==> src/rtl/alu_share_arbiter_pkg.sv <==
// Shared definitions for the two-requester ALU share arbiter.
// - ALU opcode encodings (values driven straight onto the ALU result-mux select).
// - FSM state encoding used by the arbiter top.
package alu_share_arbiter_pkg;

    // ALU result-mux select encodings
    localparam logic [2:0] ALU_ADD = 3'd0;
    localparam logic [2:0] ALU_SUB = 3'd1;
    localparam logic [2:0] ALU_AND = 3'd2;
    localparam logic [2:0] ALU_OR  = 3'd3;
    localparam logic [2:0] ALU_XOR = 3'd4;
    localparam logic [2:0] ALU_SLL = 3'd5;
    localparam logic [2:0] ALU_SRL = 3'd6;
    localparam logic [2:0] ALU_SLT = 3'd7;

    typedef enum logic [1:0] {
        StIdle = 2'd0,
        StExec = 2'd1,
        StResp = 2'd2
    } arb_state_e;

endpackage

==> src/rtl/alu_share_arbiter_rr.sv <==
// Combinational 2-way round-robin grant.
// Ports:
//   valid0_i, valid1_i : request lines
//   last_grant_i       : requester granted most recently (0/1)
//   grant0_o, grant1_o : one-hot (or zero) grant
module rr_arbiter_2 (
    input  logic valid0_i,
    input  logic valid1_i,
    input  logic last_grant_i,
    output logic grant0_o,
    output logic grant1_o
);

    // On a tie the requester that did not win last time takes the grant.
    always_comb begin
        grant0_o = valid0_i & (~valid1_i | last_grant_i);
        grant1_o = valid1_i & (~valid0_i | ~last_grant_i);
    end

endmodule

==> src/rtl/alu_share_arbiter.sv <==
// Shares one combinational ALU between two valid/ready requesters.
// A granted request is registered onto alu_a/alu_b/alu_sel, the ALU result is
// captured one cycle later and returned on the response port tagged by rsp_id.
// Ports:
//   clk, reset                  : clock, synchronous active-high reset
//   reqN_valid/ready/op/a/b     : requester N operation port (N = 0, 1)
//   alu_a, alu_b, alu_sel       : registered ALU inputs
//   alu_result                  : combinational ALU output
//   rsp_valid/ready/id/data     : response port
//   busy                        : FSM is not idle
module alu_share_arbiter
    import alu_share_arbiter_pkg::*;
#(
    parameter int unsigned WIDTH = 32,
    parameter int unsigned OPW   = 3
) (
    input  logic             clk,
    input  logic             reset,
    input  logic             req0_valid,
    output logic             req0_ready,
    input  logic [OPW-1:0]   req0_op,
    input  logic [WIDTH-1:0] req0_a,
    input  logic [WIDTH-1:0] req0_b,
    input  logic             req1_valid,
    output logic             req1_ready,
    input  logic [OPW-1:0]   req1_op,
    input  logic [WIDTH-1:0] req1_a,
    input  logic [WIDTH-1:0] req1_b,
    output logic [WIDTH-1:0] alu_a,
    output logic [WIDTH-1:0] alu_b,
    output logic [OPW-1:0]   alu_sel,
    input  logic [WIDTH-1:0] alu_result,
    output logic             rsp_valid,
    input  logic             rsp_ready,
    output logic             rsp_id,
    output logic [WIDTH-1:0] rsp_data,
    output logic             busy
);

    arb_state_e       state_q, state_d;
    logic             last_grant_q, last_grant_d;
    logic [WIDTH-1:0] alu_a_q, alu_a_d;
    logic [WIDTH-1:0] alu_b_q, alu_b_d;
    logic [OPW-1:0]   alu_sel_q, alu_sel_d;
    logic             rsp_valid_q, rsp_valid_d;
    logic             rsp_id_q, rsp_id_d;
    logic [WIDTH-1:0] rsp_data_q, rsp_data_d;

    logic grant0, grant1;
    logic accept_en;

    rr_arbiter_2 u_rr (
        .valid0_i     (req0_valid),
        .valid1_i     (req1_valid),
        .last_grant_i (last_grant_q),
        .grant0_o     (grant0),
        .grant1_o     (grant1)
    );

    // Ready is suppressed while reset is asserted so nothing looks accepted.
    assign accept_en  = (state_q == StIdle) && !reset;
    assign req0_ready = accept_en && grant0;
    assign req1_ready = accept_en && grant1;

    always_comb begin
        state_d      = state_q;
        last_grant_d = last_grant_q;
        alu_a_d      = alu_a_q;
        alu_b_d      = alu_b_q;
        alu_sel_d    = alu_sel_q;
        rsp_valid_d  = rsp_valid_q;
        rsp_id_d     = rsp_id_q;
        rsp_data_d   = rsp_data_q;
        unique case (state_q)
            StIdle: begin
                if (req0_valid && req0_ready) begin
                    alu_a_d      = req0_a;
                    alu_b_d      = req0_b;
                    alu_sel_d    = req0_op;
                    rsp_id_d     = 1'b0;
                    last_grant_d = 1'b0;
                    state_d      = StExec;
                end else if (req1_valid && req1_ready) begin
                    alu_a_d      = req1_a;
                    alu_b_d      = req1_b;
                    alu_sel_d    = req1_op;
                    rsp_id_d     = 1'b1;
                    last_grant_d = 1'b1;
                    state_d      = StExec;
                end
            end
            StExec: begin
                rsp_data_d  = alu_result;
                rsp_valid_d = 1'b1;
                state_d     = StResp;
            end
            StResp: begin
                if (rsp_valid_q && rsp_ready) begin
                    rsp_valid_d = 1'b0;
                    state_d     = StIdle;
                end
            end
            default: state_d = StIdle;
        endcase
    end

    always_ff @(posedge clk) begin
        if (reset) begin
            state_q      <= StIdle;
            last_grant_q <= 1'b1;
            alu_a_q      <= '0;
            alu_b_q      <= '0;
            alu_sel_q    <= '0;
            rsp_valid_q  <= 1'b0;
            rsp_id_q     <= 1'b0;
            rsp_data_q   <= '0;
        end else begin
            state_q      <= state_d;
            last_grant_q <= last_grant_d;
            alu_a_q      <= alu_a_d;
            alu_b_q      <= alu_b_d;
            alu_sel_q    <= alu_sel_d;
            rsp_valid_q  <= rsp_valid_d;
            rsp_id_q     <= rsp_id_d;
            rsp_data_q   <= rsp_data_d;
        end
    end

    assign alu_a     = alu_a_q;
    assign alu_b     = alu_b_q;
    assign alu_sel   = alu_sel_q;
    assign rsp_valid = rsp_valid_q;
    assign rsp_id    = rsp_id_q;
    assign rsp_data  = rsp_data_q;
    assign busy      = (state_q != StIdle);

endmodule

==> config.mk <==
export PLATFORM = sky130hd
export DESIGN_NAME = alu_share_arbiter
export DESIGN_NICKNAME = d
export VERILOG_FILES = /design/src/rtl/alu_share_arbiter_pkg.sv /design/src/rtl/alu_share_arbiter_rr.sv /design/src/rtl/alu_share_arbiter.sv
export SDC_FILE = /design/constraint.sdc
export NUM_CORES = 1
export LEC_CHECK = 0
export BUFFER_PORTS_ARGS = -buffer_cell sky130_fd_sc_hd__buf_2
export CORE_ASPECT_RATIO = 1.75
export CORE_MARGIN = 4
export CORE_UTILIZATION = 40
export DETAILED_ROUTE_END_ITERATION = 7
export PLACE_DENSITY_LB_ADDON = 0.15
export SYNTH_ARGS = -nofsm -noshare
export SYNTH_HDL_FRONTEND = slang
export SYNTH_HIERARCHICAL = 1
export SYNTH_SLANG_ARGS = --single-unit
==> constraint.sdc <==
create_clock -name clk -period 1.9 [get_ports clk]
set_input_delay 0.095 -clock clk [delete_from_list [all_inputs] [get_ports clk]]
set_output_delay 0.095 -clock clk [all_outputs]
set_load 0.01 [all_outputs]
* After elaboration in Yosys (flattened, before gate mapping) *
Index checks and enable logic that the tools add are counted.

cells by class
  reductions and logical operators = 14
  eq/ne operators = 4
  bitwise logic cells = 7
  multiplexer cells = 14

operators with widths
  cell                  count
  $mux W32              4
  $logic_and A1 B1 Y1   6
  $mux W2               3
  $mux W3               2
  $pmux W2 S3           1
  $reduce_and A2 Y1     3
  $reduce_bool A2 Y1    3
  $mux W1               3
  $ne A3 B1 Y1 const B  1
  $not A1 Y1            3
  $and A1 B1 Y1         2
  $eq A2 B1 Y1 const B  1
  $eq A2 B2 Y1 const B  1
  $logic_not A2 Y1      1
  $ne A2 B2 Y1 const B  1
  $or A1 B1 Y1          2
  $pmux W1 S2           1
  $logic_not A1 Y1      1

word-level totals
  register bits after elaboration = 104
  word-level logic and storage cells = 47

* Longest topological paths before layout *
Gate-level depths: netlist of run 1.

  word-level depth = 8
  mapped depth = 7
  depth with buffers taken out = 5

* By module *
Netlist of run 1, hierarchy kept.

by module, submodules not included
  module             times used  area each (um2)  cells an instance
  alu_share_arbiter  1           5285.1           560
  rr_arbiter_2       1           18.8             3

* Worst setup path before layout of run 1 *
OpenSTA, ideal clock, no wires.

  path type = flip-flop to flip-flop
  start point = register state_q[0]
  end point = register alu_b_q[10] (netlist: alu_b[10])
  buffers on the path = 3
  setup time = 0.152 ns
  cell stages (with the launch flop) = 7
  data required time = 1.748 ns
  arrival = 1.561 ns
  slack = 0.188 ns
  cells stage by stage = dfxtp_1 > or4b_1 > buf_6 > buf_6 > clkbuf_1 > o21ai_0 > a221oi_2

on the way
  cells in the longest elaborated chain, start to end = 6
  elaborated cells between the ends (all ways) = 9
  classes of those cells = 1 x mux; 8 x reduce/logical

RTL lines
  item                                           line                                              text
  from (decl)                                    alu_share_arbiter.sv:40                           arb_state_e state_q, state_d;
  from (signal assigned)                         alu_share_arbiter.sv:109                          state_q <= StIdle;
  from (signal assigned)                         alu_share_arbiter.sv:118                          state_q <= state_d;
  $logic_not A2 Y1 *                             alu_share_arbiter.sv:61, alu_share_arbiter.sv:74
  $logic_and A1 B1 Y1                            alu_share_arbiter.sv:61                           assign accept_en = (state_q == StIdle) && !reset;
  $logic_and A1 B1 Y1, on equally long branches  alu_share_arbiter.sv:62, alu_share_arbiter.sv:63
  $logic_and A1 B1 Y1, on equally long branches  alu_share_arbiter.sv:76, alu_share_arbiter.sv:83
  $reduce_bool A2 Y1 (no source line)            -
  $reduce_and A2 Y1 (no source line)             -
  to (signal assigned)                           alu_share_arbiter.sv:121                          alu_b_q <= alu_b_d;
  to (decl)                                      alu_share_arbiter.sv:43                           logic [WIDTH-1:0] alu_b_q, alu_b_d;

Mark *: on every way between the ends. The rest lies on a longest branch, timed or not.
A chain may end at the register's enable or synchronous reset.

* Final worst setup path of run 1 *
  start point = register last_grant_q
  end point = output port req1_ready

on the way
  cells in the longest elaborated chain, start to end = 4

RTL lines
  item                    line                        text
  from (decl)             alu_share_arbiter.sv:41     logic last_grant_q, last_grant_d;
  from (signal assigned)  alu_share_arbiter.sv:119    last_grant_q <= last_grant_d;
  $not A1 Y1              alu_share_arbiter_rr.sv:17  grant1_o = valid1_i & (~valid0_i | ~last_grant_i);
  $or A1 B1 Y1            alu_share_arbiter_rr.sv:17
  $and A1 B1 Y1           alu_share_arbiter_rr.sv:17
  net grant1              alu_share_arbiter.sv:49     logic grant0, grant1;
  $logic_and A1 B1 Y1     alu_share_arbiter.sv:63     assign req1_ready = accept_en && grant1;
  to (decl)               alu_share_arbiter.sv:25     output logic req1_ready,

The timed path passes the listed nets, and every way through them passes these cells.

==> results.toml, run 1 <==
[status]
result_of_the_run = "completed"

[timing]
clock-skew-final_ps = 8.40
timing_limited_maximum_frequency_mhz = 547
post-route-worst-setup-slack_ps = 72.3
timing.slew.headroom_pct = 49.2
setup_viol = 0
hold_viol = 0
worst-slew-pin-transition_ps = 763
unrepaired_setup_endpoints_after_global_routing = "false"
finalMaxSlewViolations = 0
layout_worst_path_cycle_share_pct = 96.2
minimum_period_implied_by_the_final_worst_setup_slack_ps = 1830

[critical_path]
worst_ep_arrival_time_ps = 1730
crit_family = "simple AND/OR/NAND/NOR gates"
critical_path_buf_inv_count = 2
r2r_start = "last_grant_q"
path_cells = "a21boi_1 > or4b_4 > inv_12 > buf_4"
regToRegSetupSlack_ps = 80
cpPeakStageDelay_ps = 620
worst-path-max-fanout = 18
ff_to_ff_path_depth = 5
setup.worst_path.end_class = "output pin"
worst-endpoint-required_ps = 1800
critPathKind = "reg2out"
timing.rr.end = "alu_b[14]"
critical_path_depth = 4
start_kind = "flop"
crit_path_top_delay_cell = "sky130_fd_sc_hd__or4b_4"

[layout]
final_net_count = 1058
layout-area-overhead-vs-synth_pct = 49.3
layout.cells.most_common = "sky130_fd_sc_hd__buf_2"
ant_cells = 0
fin_util_pct = 61.2
post_route_cells_drive_above_1_share_pct = 43.3
mostFrequentLayoutCells = "272 x sky130_fd_sc_hd__buf_2, 104 x sky130_fd_sc_hd__dfxtp_1, 88 x sky130_fd_sc_hd__dlygate4sd3_1"

[placed_design]
replace_congestion = 0.814
detailedPlace.worstSlack_ps = -184
port-buffer-count = 274
place_hpwl_mm = 12.2

[synth]
netlist.area_leader.share_pct = 39.3
synthesis.instances = 563
synth_cell_types = 30
ys_seq_elements = 104
synth.avg_cell_area_um2 = 9.42
leading_area_contributor_after_synthesis = "sky130_fd_sc_hd__dfxtp_1"
synthesis.area_mm2 = 0.00530
syn_nets = 734
synth.yosys.warnings = 6
share_of_synthesized_area_occupied_by_flip_flops_and_latches_pct = 39.3
netlist_top_cells_area = "sky130_fd_sc_hd__dfxtp_1 39%, sky130_fd_sc_hd__a221oi_2 19%, sky130_fd_sc_hd__a32oi_1 11%"

[global_routing]
antenna_violations_before_repair = 0
grt_pass1_vias = 6130
track_usage_pct = 24.5
globalRouteOverflowTotal = 0
grt_first_pass_wirelength_mm = 30.0
grt_start_max_net_pins = 104

[pwr]
total_leakage_power_nw = 3.50
peakVddDrop_mv = 0.497
power_density_mw_per_mm2 = 727

[clock_network]
cts_made_buffers = 9
clkTransAtPathRegs_ps = 70
clockRootBuffer = "sky130_fd_sc_hd__clkbuf_16"
clock_sinks = 104
clock_latency_of_the_later_clocked_register_in_the_worst_skew_pair_ps = 350
tritoncts = "yes"
clock_path_buffers = 2
h-tree-depth = 3

[floorplan]
placeableCoreArea_mm2 = 0.0129
placementRows = 55
die_h_um = 160
die_width_um = 95.0
floorplan.die_area_mm2 = 0.0152
initial_core_util_pct = 41.0
pin_count = 275

[detailed_routing]
drt.antenna.violating_nets = 0
route.final.wire_length_mm = 19.1
drt_pre_antenna_iters = 5
drt-initial-drc-count = 327
vias = 5882
route.detailed.drc = 0
per_cell_routed_wire_length_um = 18.0
route.detailed.vias_per_inst = 5.53

[hold_path]
hold_path_depth = 3
min_delay_worst_endpoint = "alu_a[9]"
holdCritPathClass = "in2reg"
hold_start = "req0_a[9]"

[job]
drv_cap = 0
power by group:
group	leakage [nW]	internal [mW]	switching [mW]
registers	0.849	2.32	0.0712
logic	2.49	0.587	0.680
clock network	0.166	1.19	0.911
total	3.50	4.10	1.66
registers in the layout, summed over array words and instances, names as in the netlist:
signal / cells
last_grant_q: 1
state_q: 2
rsp_valid: 1
rsp_id: 1
rsp_data: 32
alu_a: 32
alu_sel: 3
alu_b: 32
per-stage QoR:
step | area [um^2] | hold slack [ps] | instances | setup TNS, ps | power (mW)
finish | 7920 | 14.0 | 1063 | 0 | 5.76
detailed placement | 6650 | 343 | 955 | -10250 | 3.54
global placement | 6650 | 335 | 955 | -5330 | 3.52
floorplan | 5300 | 231 | 563 | 0 | 3.10
CTS | 7890 | 0.170 | 1061 | 0 | 5.81
global route | 7920 | 13.3 | 1063 | 0 | 6.01
final cells by class:
class                   instances  area [um^2]
clock buffers                   9          225
inverters                      70          275
repair inverters                2         25.0
well taps                     171          214
repair buffers                383         2510
flip-flops and latches        104         2080
multi-input cells             317         2470
fillers                      1162         5020
clock inverters                 7          111
per-layer routing:
metal / track usage, % / wire length (um) / share of wire, % / up-vias
met5: 0 / 0 / 0 / -
met3: 5.48 / 1350 / 7.1 / 46
met2: 43.8 / 10200 / 53 / 284
li1: - / - / - / 2732
met4: 10.4 / 599 / 3.1 / 0
met1: 27.0 / 6990 / 37 / 2820
logic make-up (layout without fill, tap and decap cells):
| group | Yosys count | after routing | share of synthesized area [%] |
|---|---|---|---|
| flip-flops | 104 | 104 | 39.3 |
| AND/OR/NAND/NOR | 76 | 76 | 6.30 |
| AO/OA/AOI/OAI | 241 | 241 | 40.2 |
| buffers and inverters | 142 | 471 | 14.2 |
synthesized netlist by cell type:
library cell	count
sky130_fd_sc_hd__a21boi_0	1
sky130_fd_sc_hd__a21boi_1	1
sky130_fd_sc_hd__a21o_2	1
sky130_fd_sc_hd__a21oi_1	36
sky130_fd_sc_hd__a221oi_1	1
sky130_fd_sc_hd__a221oi_2	66
sky130_fd_sc_hd__a32oi_1	67
sky130_fd_sc_hd__and2_1	1
sky130_fd_sc_hd__and2b_2	1
sky130_fd_sc_hd__buf_12	7
sky130_fd_sc_hd__buf_2	26
sky130_fd_sc_hd__buf_4	4
sky130_fd_sc_hd__buf_6	3
sky130_fd_sc_hd__clkbuf_1	29
sky130_fd_sc_hd__clkbuf_8	2
sky130_fd_sc_hd__dfxtp_1	104
sky130_fd_sc_hd__dlygate4sd1_1	1
sky130_fd_sc_hd__inv_1	69
sky130_fd_sc_hd__inv_12	1
sky130_fd_sc_hd__nand2_1	66
sky130_fd_sc_hd__nand3b_1	1
sky130_fd_sc_hd__nor2b_1	1
sky130_fd_sc_hd__nor3_1	2
sky130_fd_sc_hd__nor4b_4	1
sky130_fd_sc_hd__o21ai_0	63
sky130_fd_sc_hd__o21ai_1	4
sky130_fd_sc_hd__o21bai_1	1
sky130_fd_sc_hd__or2_2	1
sky130_fd_sc_hd__or2b_1	1
sky130_fd_sc_hd__or4b_1	1
worst max path at each step:
| stage | startpoint | to | slack [ps] |
|---|---|---|---|
| detailed placement | last_grant_q | alu_b[30] | -180 |
| global route | last_grant_q | alu_a[29] | 0.2 |
| floorplan | state_q[0] | alu_b[10] | 190 |
| finish | last_grant_q | req1_ready | 70 |
| global placement | last_grant_q | alu_a[20] | -100 |
| CTS | last_grant_q | req0_ready | 20 |
worst register-to-register path: cells and delay by family, from the launching register on:
family | cells | cell delay [ps]
simple gates | 1 | 620
buf+inv | 1 | 270
flops | 1 | 320
compound gates | 3 | 480
timing repair:
item / in CTS / in global routing
resized for setup: 5 / 9
gates cloned: 2 / 0
pin swaps: 0 / 0
endpoints found under the hold margin: 88 / 0
hold buffers: 88 / 0
setup buffers: 0 / 2
endpoints found under the setup margin: 68 / 29
Note: power is estimated with default switching activity, not from simulation.
==> run 2: changes to the inputs <==
Settings changed: PLACE_DENSITY_LB_ADDON 0.15 to 0.3, REMOVE_ABC_BUFFERS set to 1.
==> results.toml, run 2 (same netlist as run 1, synthesis figures left out) <==
[critical_path]
worst_ep_arrival_time_ps = 2020
setup.worst_path.end_class = "flop"
ff_to_ff_path_depth = 6
regToRegSetupSlack_ps = 80
worst-endpoint-required_ps = 2100
worst-path-max-fanout = 44
critPathKind = "reg2reg"
start_kind = "flop"
worstSetupStartpoint = "last_grant_q"
timing.rr.end = "alu_b[19]"
r2r_start = "last_grant_q"

[clock_network]
h-tree-depth = 3
cts_made_buffers = 9
clock_sinks = 104
tritoncts = "yes"
clkTransAtPathRegs_ps = 70
clockRootBuffer = "sky130_fd_sc_hd__clkbuf_16"
clock_path_buffers = 2
clock_latency_of_the_later_clocked_register_in_the_worst_skew_pair_ps = 350

[timing]
worst-slew-pin-transition_ps = 747
post-route-worst-setup-slack_ps = 78.6
finalMaxSlewViolations = 0
minimum_period_implied_by_the_final_worst_setup_slack_ps = 1820
holdWs_ps = 16.2
hold_viol = 0
clock-skew-final_ps = 8.67
layout_worst_path_cycle_share_pct = 95.9
unrepaired_setup_endpoints_after_global_routing = "false"
fin_setup_tns_ps = 0
timing.slew.headroom_pct = 50.2
timing_limited_maximum_frequency_mhz = 549
setup_viol = 0

[global_routing]
grt_pass1_vias = 6184
globalRouteOverflowTotal = 0
grt_start_max_net_pins = 69
track_usage_pct = 25.3
grt_first_pass_wirelength_mm = 30.7
antenna_violations_before_repair = 2

[placed_design]
replace_congestion = 0.840
place_hpwl_mm = 12.6
port-buffer-count = 274
detailedPlace.worstSlack_ps = -156

[detailed_routing]
route.detailed.drc = 0
drt.antenna.violating_nets = 0
route.final.wire_length_mm = 20.1
per_cell_routed_wire_length_um = 18.8
route.detailed.vias_per_inst = 5.60
drt_pre_antenna_iters = 5
vias = 5996
drt-initial-drc-count = 360

[layout]
final_net_count = 1064
layout-area-overhead-vs-synth_pct = 49.0
layout.area.seq_mm2 = 0.00208
mostFrequentLayoutCells = "273 x sky130_fd_sc_hd__buf_2, 104 x sky130_fd_sc_hd__dfxtp_1, 87 x sky130_fd_sc_hd__dlygate4sd3_1"
layout.cells.most_common = "sky130_fd_sc_hd__buf_2"
post_route_cells_drive_above_1_share_pct = 43.5
filler_cell_count = 1098
fin_util_pct = 61.1
area_used_by_multi_input_combinational_logic_mm2 = 0.00247

[floorplan]
pin_count = 275
placementRows = 55
initial_core_util_pct = 41.0
die_h_um = 160
floorplan.die_area_mm2 = 0.0152
die_width_um = 95.0
placeableCoreArea_mm2 = 0.0129

[pwr]
comb_power_share_pct = 23.1
power_density_mw_per_mm2 = 703
share_clk_of_total_power_pct = 33.8
power.share.sequential_pct = 43.1
swShare_pct = 28.6
switching_power_mw = 1.59
peakVddDrop_mv = 0.432
post-layout-total-power_mw = 5.56
total_leakage_power_nw = 3.50
p_int_mw = 3.97

[job]
drv_cap = 0

[hold_path]
holdCritPathClass = "in2reg"
min_delay_worst_endpoint = "alu_a[31]"
hold_start = "req0_a[31]"
hold_path_depth = 3

[status]
result_of_the_run = "completed"
## run 2: area by class of cell
class	instances	share of cell area [%]
timing repair inverter	4	0.538
antenna	1	0.0317
clock buffer	12	3.12
clock inverter	4	0.681
timing repair buffer	387	31.8
sequential	104	26.4
inverter	70	3.48
tap	171	2.71
multi-input combinational	317	31.3
## run 2: what timing repair did
action / 4_1_cts / 5_1_grt
setup buffers: 0 / 1
pin swaps: 0 / 0
endpoints found under the hold margin: 87 / 0
hold buffers: 87 / 0
cloned: 1 / 3
gates resized for setup: 1 / 21
endpoints found under the setup margin: 70 / 65
## run 2: power by group through the flow
stage                     Combinational, mW  Sequential [mW]  Clock, mW
final                                  1.29             2.39       1.88
after global routing                   1.39             2.41       2.01
after CTS                              1.25             2.39       1.93
after detailed placement               1.10             2.44          0
after global placement                 1.08             2.44          0
after floorplan                       0.437             2.50          0
## run 2: worst max-delay path by stage
stage / to / cells past startpoint
finish: alu_b[19] / 6
CTS: req1_ready / 4
detailed placement: alu_a[23] / 5
global route: req0_ready / 6
global placement: alu_a[19] / 5
floorplan: alu_a[8] / 5
## run 2: stage by stage
| stage | instances | cell area, um^2 |
|---|---|---|
| finish | 1070 | 7900 |
| global route | 1070 | 7900 |
| CTS | 1065 | 7840 |
| detailed placement | 961 | 6650 |
| global placement | 961 | 6650 |
| floorplan | 491 | 4820 |
## run 2: worst max-delay path, cell delays in order, from the launching register on
cell and delay (ps):
sky130_fd_sc_hd__dfxtp_1 310, sky130_fd_sc_hd__a21boi_1 140, sky130_fd_sc_hd__or4b_4 490, sky130_fd_sc_hd__buf_12 180
sky130_fd_sc_hd__buf_8 190, sky130_fd_sc_hd__o21ai_0 250, sky130_fd_sc_hd__a221oi_2 80
## run 2: layer usage
metal	share of wire (%)	GRT usage [%]	vias to the layer above
met1	36	28.2	2850
li1	-	-	2749
met3	6.9	4.17	83
met5	0	0	-
met2	52	43.8	314
met4	5.3	15.3	0
==> run 3: changes to the inputs <==
Settings changed: BUFFER_PORTS_ARGS -buffer_cell sky130_fd_sc_hd__buf_2 to -buffer_cell sky130_fd_sc_hd__buf_4, SYNTH_HIERARCHICAL 1 to not set.
==> results.toml, run 3 <==
[critical_path]
setup.worst_path.end_class = "output pin"
worst_ep_arrival_time_ps = 1710
worst-path-max-fanout = 31
path_cells = "buf_4 > nor3_4 > buf_12 > and3_1 > buf_4"
start_kind = "flop"
critical_path_buf_inv_count = 3
regToRegSetupSlack_ps = 130
timing.rr.end = "alu_a[21]"
r2r_start = "state_q[1]"
critPathKind = "reg2out"
cpPeakStageDelay_ps = 340
crit_top_cell = "sky130_fd_sc_hd__buf_4"
worst-endpoint-required_ps = 1800
ff_to_ff_path_depth = 5
crit_path_top_delay_cell = "sky130_fd_sc_hd__nor3_4"
crit_family = "buffers and inverters"

[layout]
post_route_cells_drive_above_1_share_pct = 39.1
fin_util_pct = 62.5
ant_cells = 0
layout.cells.most_common = "sky130_fd_sc_hd__buf_4"
mostFrequentLayoutCells = "282 x sky130_fd_sc_hd__buf_4, 103 x sky130_fd_sc_hd__dfxtp_1, 101 x sky130_fd_sc_hd__a21oi_1"
layout-area-overhead-vs-synth_pct = 53.5
final_net_count = 982
final_design_area_no_fill_mm2 = 0.00746

[timing]
finalMaxSlewViolations = 0
setup_viol = 0
timing_limited_maximum_frequency_mhz = 555
layout_worst_path_cycle_share_pct = 94.9
worst-slew-pin-transition_ps = 1070
clock-skew-final_ps = 9.65
minimum_period_implied_by_the_final_worst_setup_slack_ps = 1800
holdWs_ps = 12.6
post-route-worst-setup-slack_ps = 96.9
unrepaired_setup_endpoints_after_global_routing = "false"
hold_viol = 0
timing.slew.headroom_pct = 28.7

[clock_network]
clkTransAtPathRegs_ps = 70
clock_sinks = 104
tritoncts = "yes"
clock_latency_of_the_later_clocked_register_in_the_worst_skew_pair_ps = 340
cts_made_buffers = 9
post-cts-setup-buffer-count = 0
h-tree-depth = 3
clockRootBuffer = "sky130_fd_sc_hd__clkbuf_16"
clock_path_buffers = 2

[hold_path]
min_delay_worst_endpoint = "rsp_data[17]"
hold_path_depth = 3
hold_start = "alu_result[17]"
holdCritPathClass = "in2reg"

[synth]
yosysMostFrequentCell = "sky130_fd_sc_hd__dfxtp_1"
leading_post_synthesis_cells_by_instance_count = "104 x sky130_fd_sc_hd__dfxtp_1, 101 x sky130_fd_sc_hd__a21oi_1, 69 x sky130_fd_sc_hd__clkbuf_1"
post_synth_xor_area_fraction_pct = 0
simple_gate_area_share_of_the_yosys_netlist_pct = 16.0
synth_compound_gate_area_share_pct = 33.1
synthesis.area_mm2 = 0.00486
synth_enable_flop_cells = 0
synth_mux_area_share_pct = 0
synthesis.instances = 581
share_of_synthesized_area_occupied_by_flip_flops_and_latches_pct = 42.8
synth.avg_cell_area_um2 = 8.36
leading_area_contributor_after_synthesis = "sky130_fd_sc_hd__dfxtp_1"
netlist.area_leader.share_pct = 42.8
ys_async_sr_fraction_pct = 0
netlist_top_cells_area = "sky130_fd_sc_hd__dfxtp_1 43%, sky130_fd_sc_hd__a311oi_1 12%, sky130_fd_sc_hd__a21oi_1 10%"
synth_cell_types = 25
ys_seq_elements = 104
synth_top_flop_cell = "sky130_fd_sc_hd__dfxtp_1"
post_synthesis_adder_cell_area_fraction_pct = 0
largest_family_of_logic_cells_by_synthesized_area = "compound AO/OA/AOI/OAI gates"
synth.yosys.warnings = 0

[status]
result_of_the_run = "completed"

[global_routing]
grt_first_pass_wirelength_mm = 29.0
grt_pass1_vias = 5582
track_usage_pct = 25.2
antenna_violations_before_repair = 0
globalRouteOverflowTotal = 0
grt_start_max_net_pins = 103

[pwr]
total_leakage_power_nw = 3.04
power_density_mw_per_mm2 = 816
peakVddDrop_mv = 0.493

[detailed_routing]
route.detailed.vias_per_inst = 6.11
route.detailed.drc = 0
per_cell_routed_wire_length_um = 19.9
vias = 5819
drt_pre_antenna_iters = 4
route.final.wire_length_mm = 19.0
drt-initial-drc-count = 378
drt.antenna.violating_nets = 0

[floorplan]
die_h_um = 154
initial_core_util_pct = 40.7
die_width_um = 91.3
placeableCoreArea_mm2 = 0.0119
placementRows = 53
pin_count = 275
floorplan.die_area_mm2 = 0.0140

[placed_design]
place_hpwl_mm = 12.5
replace_congestion = 0.846
detailedPlace.worstSlack_ps = 76.1
detailed_place.area_mm2 = 0.00696
port-buffer-count = 274

[job]
drv_cap = 0
## run 3: cell types whose count changed in the layout (fill, tap and decap cells not counted), moves of 4 or more
cell                            delta
sky130_fd_sc_hd__dlygate4sd3_1    -71
sky130_fd_sc_hd__o21ai_1          -20
sky130_fd_sc_hd__buf_4           +261
sky130_fd_sc_hd__a311oi_1         +67
sky130_fd_sc_hd__a21oi_1          +65
sky130_fd_sc_hd__nand4_1          +67
sky130_fd_sc_hd__o21ai_0          -47
sky130_fd_sc_hd__inv_1            -68
sky130_fd_sc_hd__a32oi_1          -67
sky130_fd_sc_hd__a221oi_2         -66
sky130_fd_sc_hd__o31ai_1          +67
sky130_fd_sc_hd__buf_12            +4
sky130_fd_sc_hd__buf_2           -273
## run 3: report_power, final
part / total (mW) / internal [mW] / switching (mW)
Clock: 1.84 / 1.01 / 0.823
Sequential: 2.52 / 2.39 / 0.130
Combinational: 1.73 / 0.830 / 0.903
Total: 6.09 / 4.23 / 1.86
## run 3: metrics by stage
step	power, mW	TNS, ps	instances
after floorplan	3.27	-249890	492
after global placement	4.20	0	920
after detailed placement	4.24	0	920
after CTS	6.12	0	952
after global routing	6.37	0	953
final	6.09	0	953
## run 3: cells by family after synthesis
| logic type | count (synthesis) |
|---|---|
| buf+inv | 90 |
| compound gates | 237 |
| flops | 104 |
| simple gates | 150 |
## run 3: per-layer routing
| layer | vias up | routed length (um) | global-route usage, % |
|---|---|---|---|
| li1 | 2725 | - | - |
| met4 | 0 | 704 | 11.3 |
| met2 | 297 | 9980 | 44.1 |
| met3 | 52 | 1320 | 5.19 |
| met1 | 2745 | 7010 | 29.2 |
| met5 | - | 0 | 0 |
## run 3: worst min-delay path, stage by stage
cell and delay, ps:
sky130_fd_sc_hd__buf_4 110, sky130_fd_sc_hd__nand2_1 50, sky130_fd_sc_hd__a21oi_1 50
## run 3: layout make-up
class | count | area [um^2]
fillers | 1039 | 4480
repair buffers | 308 | 2480
multi-input cells | 387 | 2420
flip-flops and latches | 104 | 2080
clock buffers | 12 | 267
well taps | 137 | 171
clock inverters | 4 | 35.0
inverters | 1 | 3.75
## run 3: how the worst max path moves through the flow
stage | cells past startpoint | slack (ps) | from | end
finish | 5 | 100 | state_q[1] | req1_ready
global route | 5 | 20 | state_q[1] | req1_ready
CTS | 4 | 10 | state_q[0] | req0_ready
detailed placement | 4 | 80 | state_q[0] | alu_a[26]
global placement | 4 | 160 | state_q[0] | alu_a[6]
floorplan | 3 | -3540 | state_q[0] | alu_a[0]
## run 3: repair_timing
| action | CTS | global route |
|---|---|---|
| gates resized for setup | 2 | 1 |
| cloned | 0 | 1 |
| endpoints found under the setup margin | 1 | 2 |
| pin swaps | 0 | 2 |
| hold endpoints to repair | 16 | 0 |
| hold buffers | 16 | 0 |
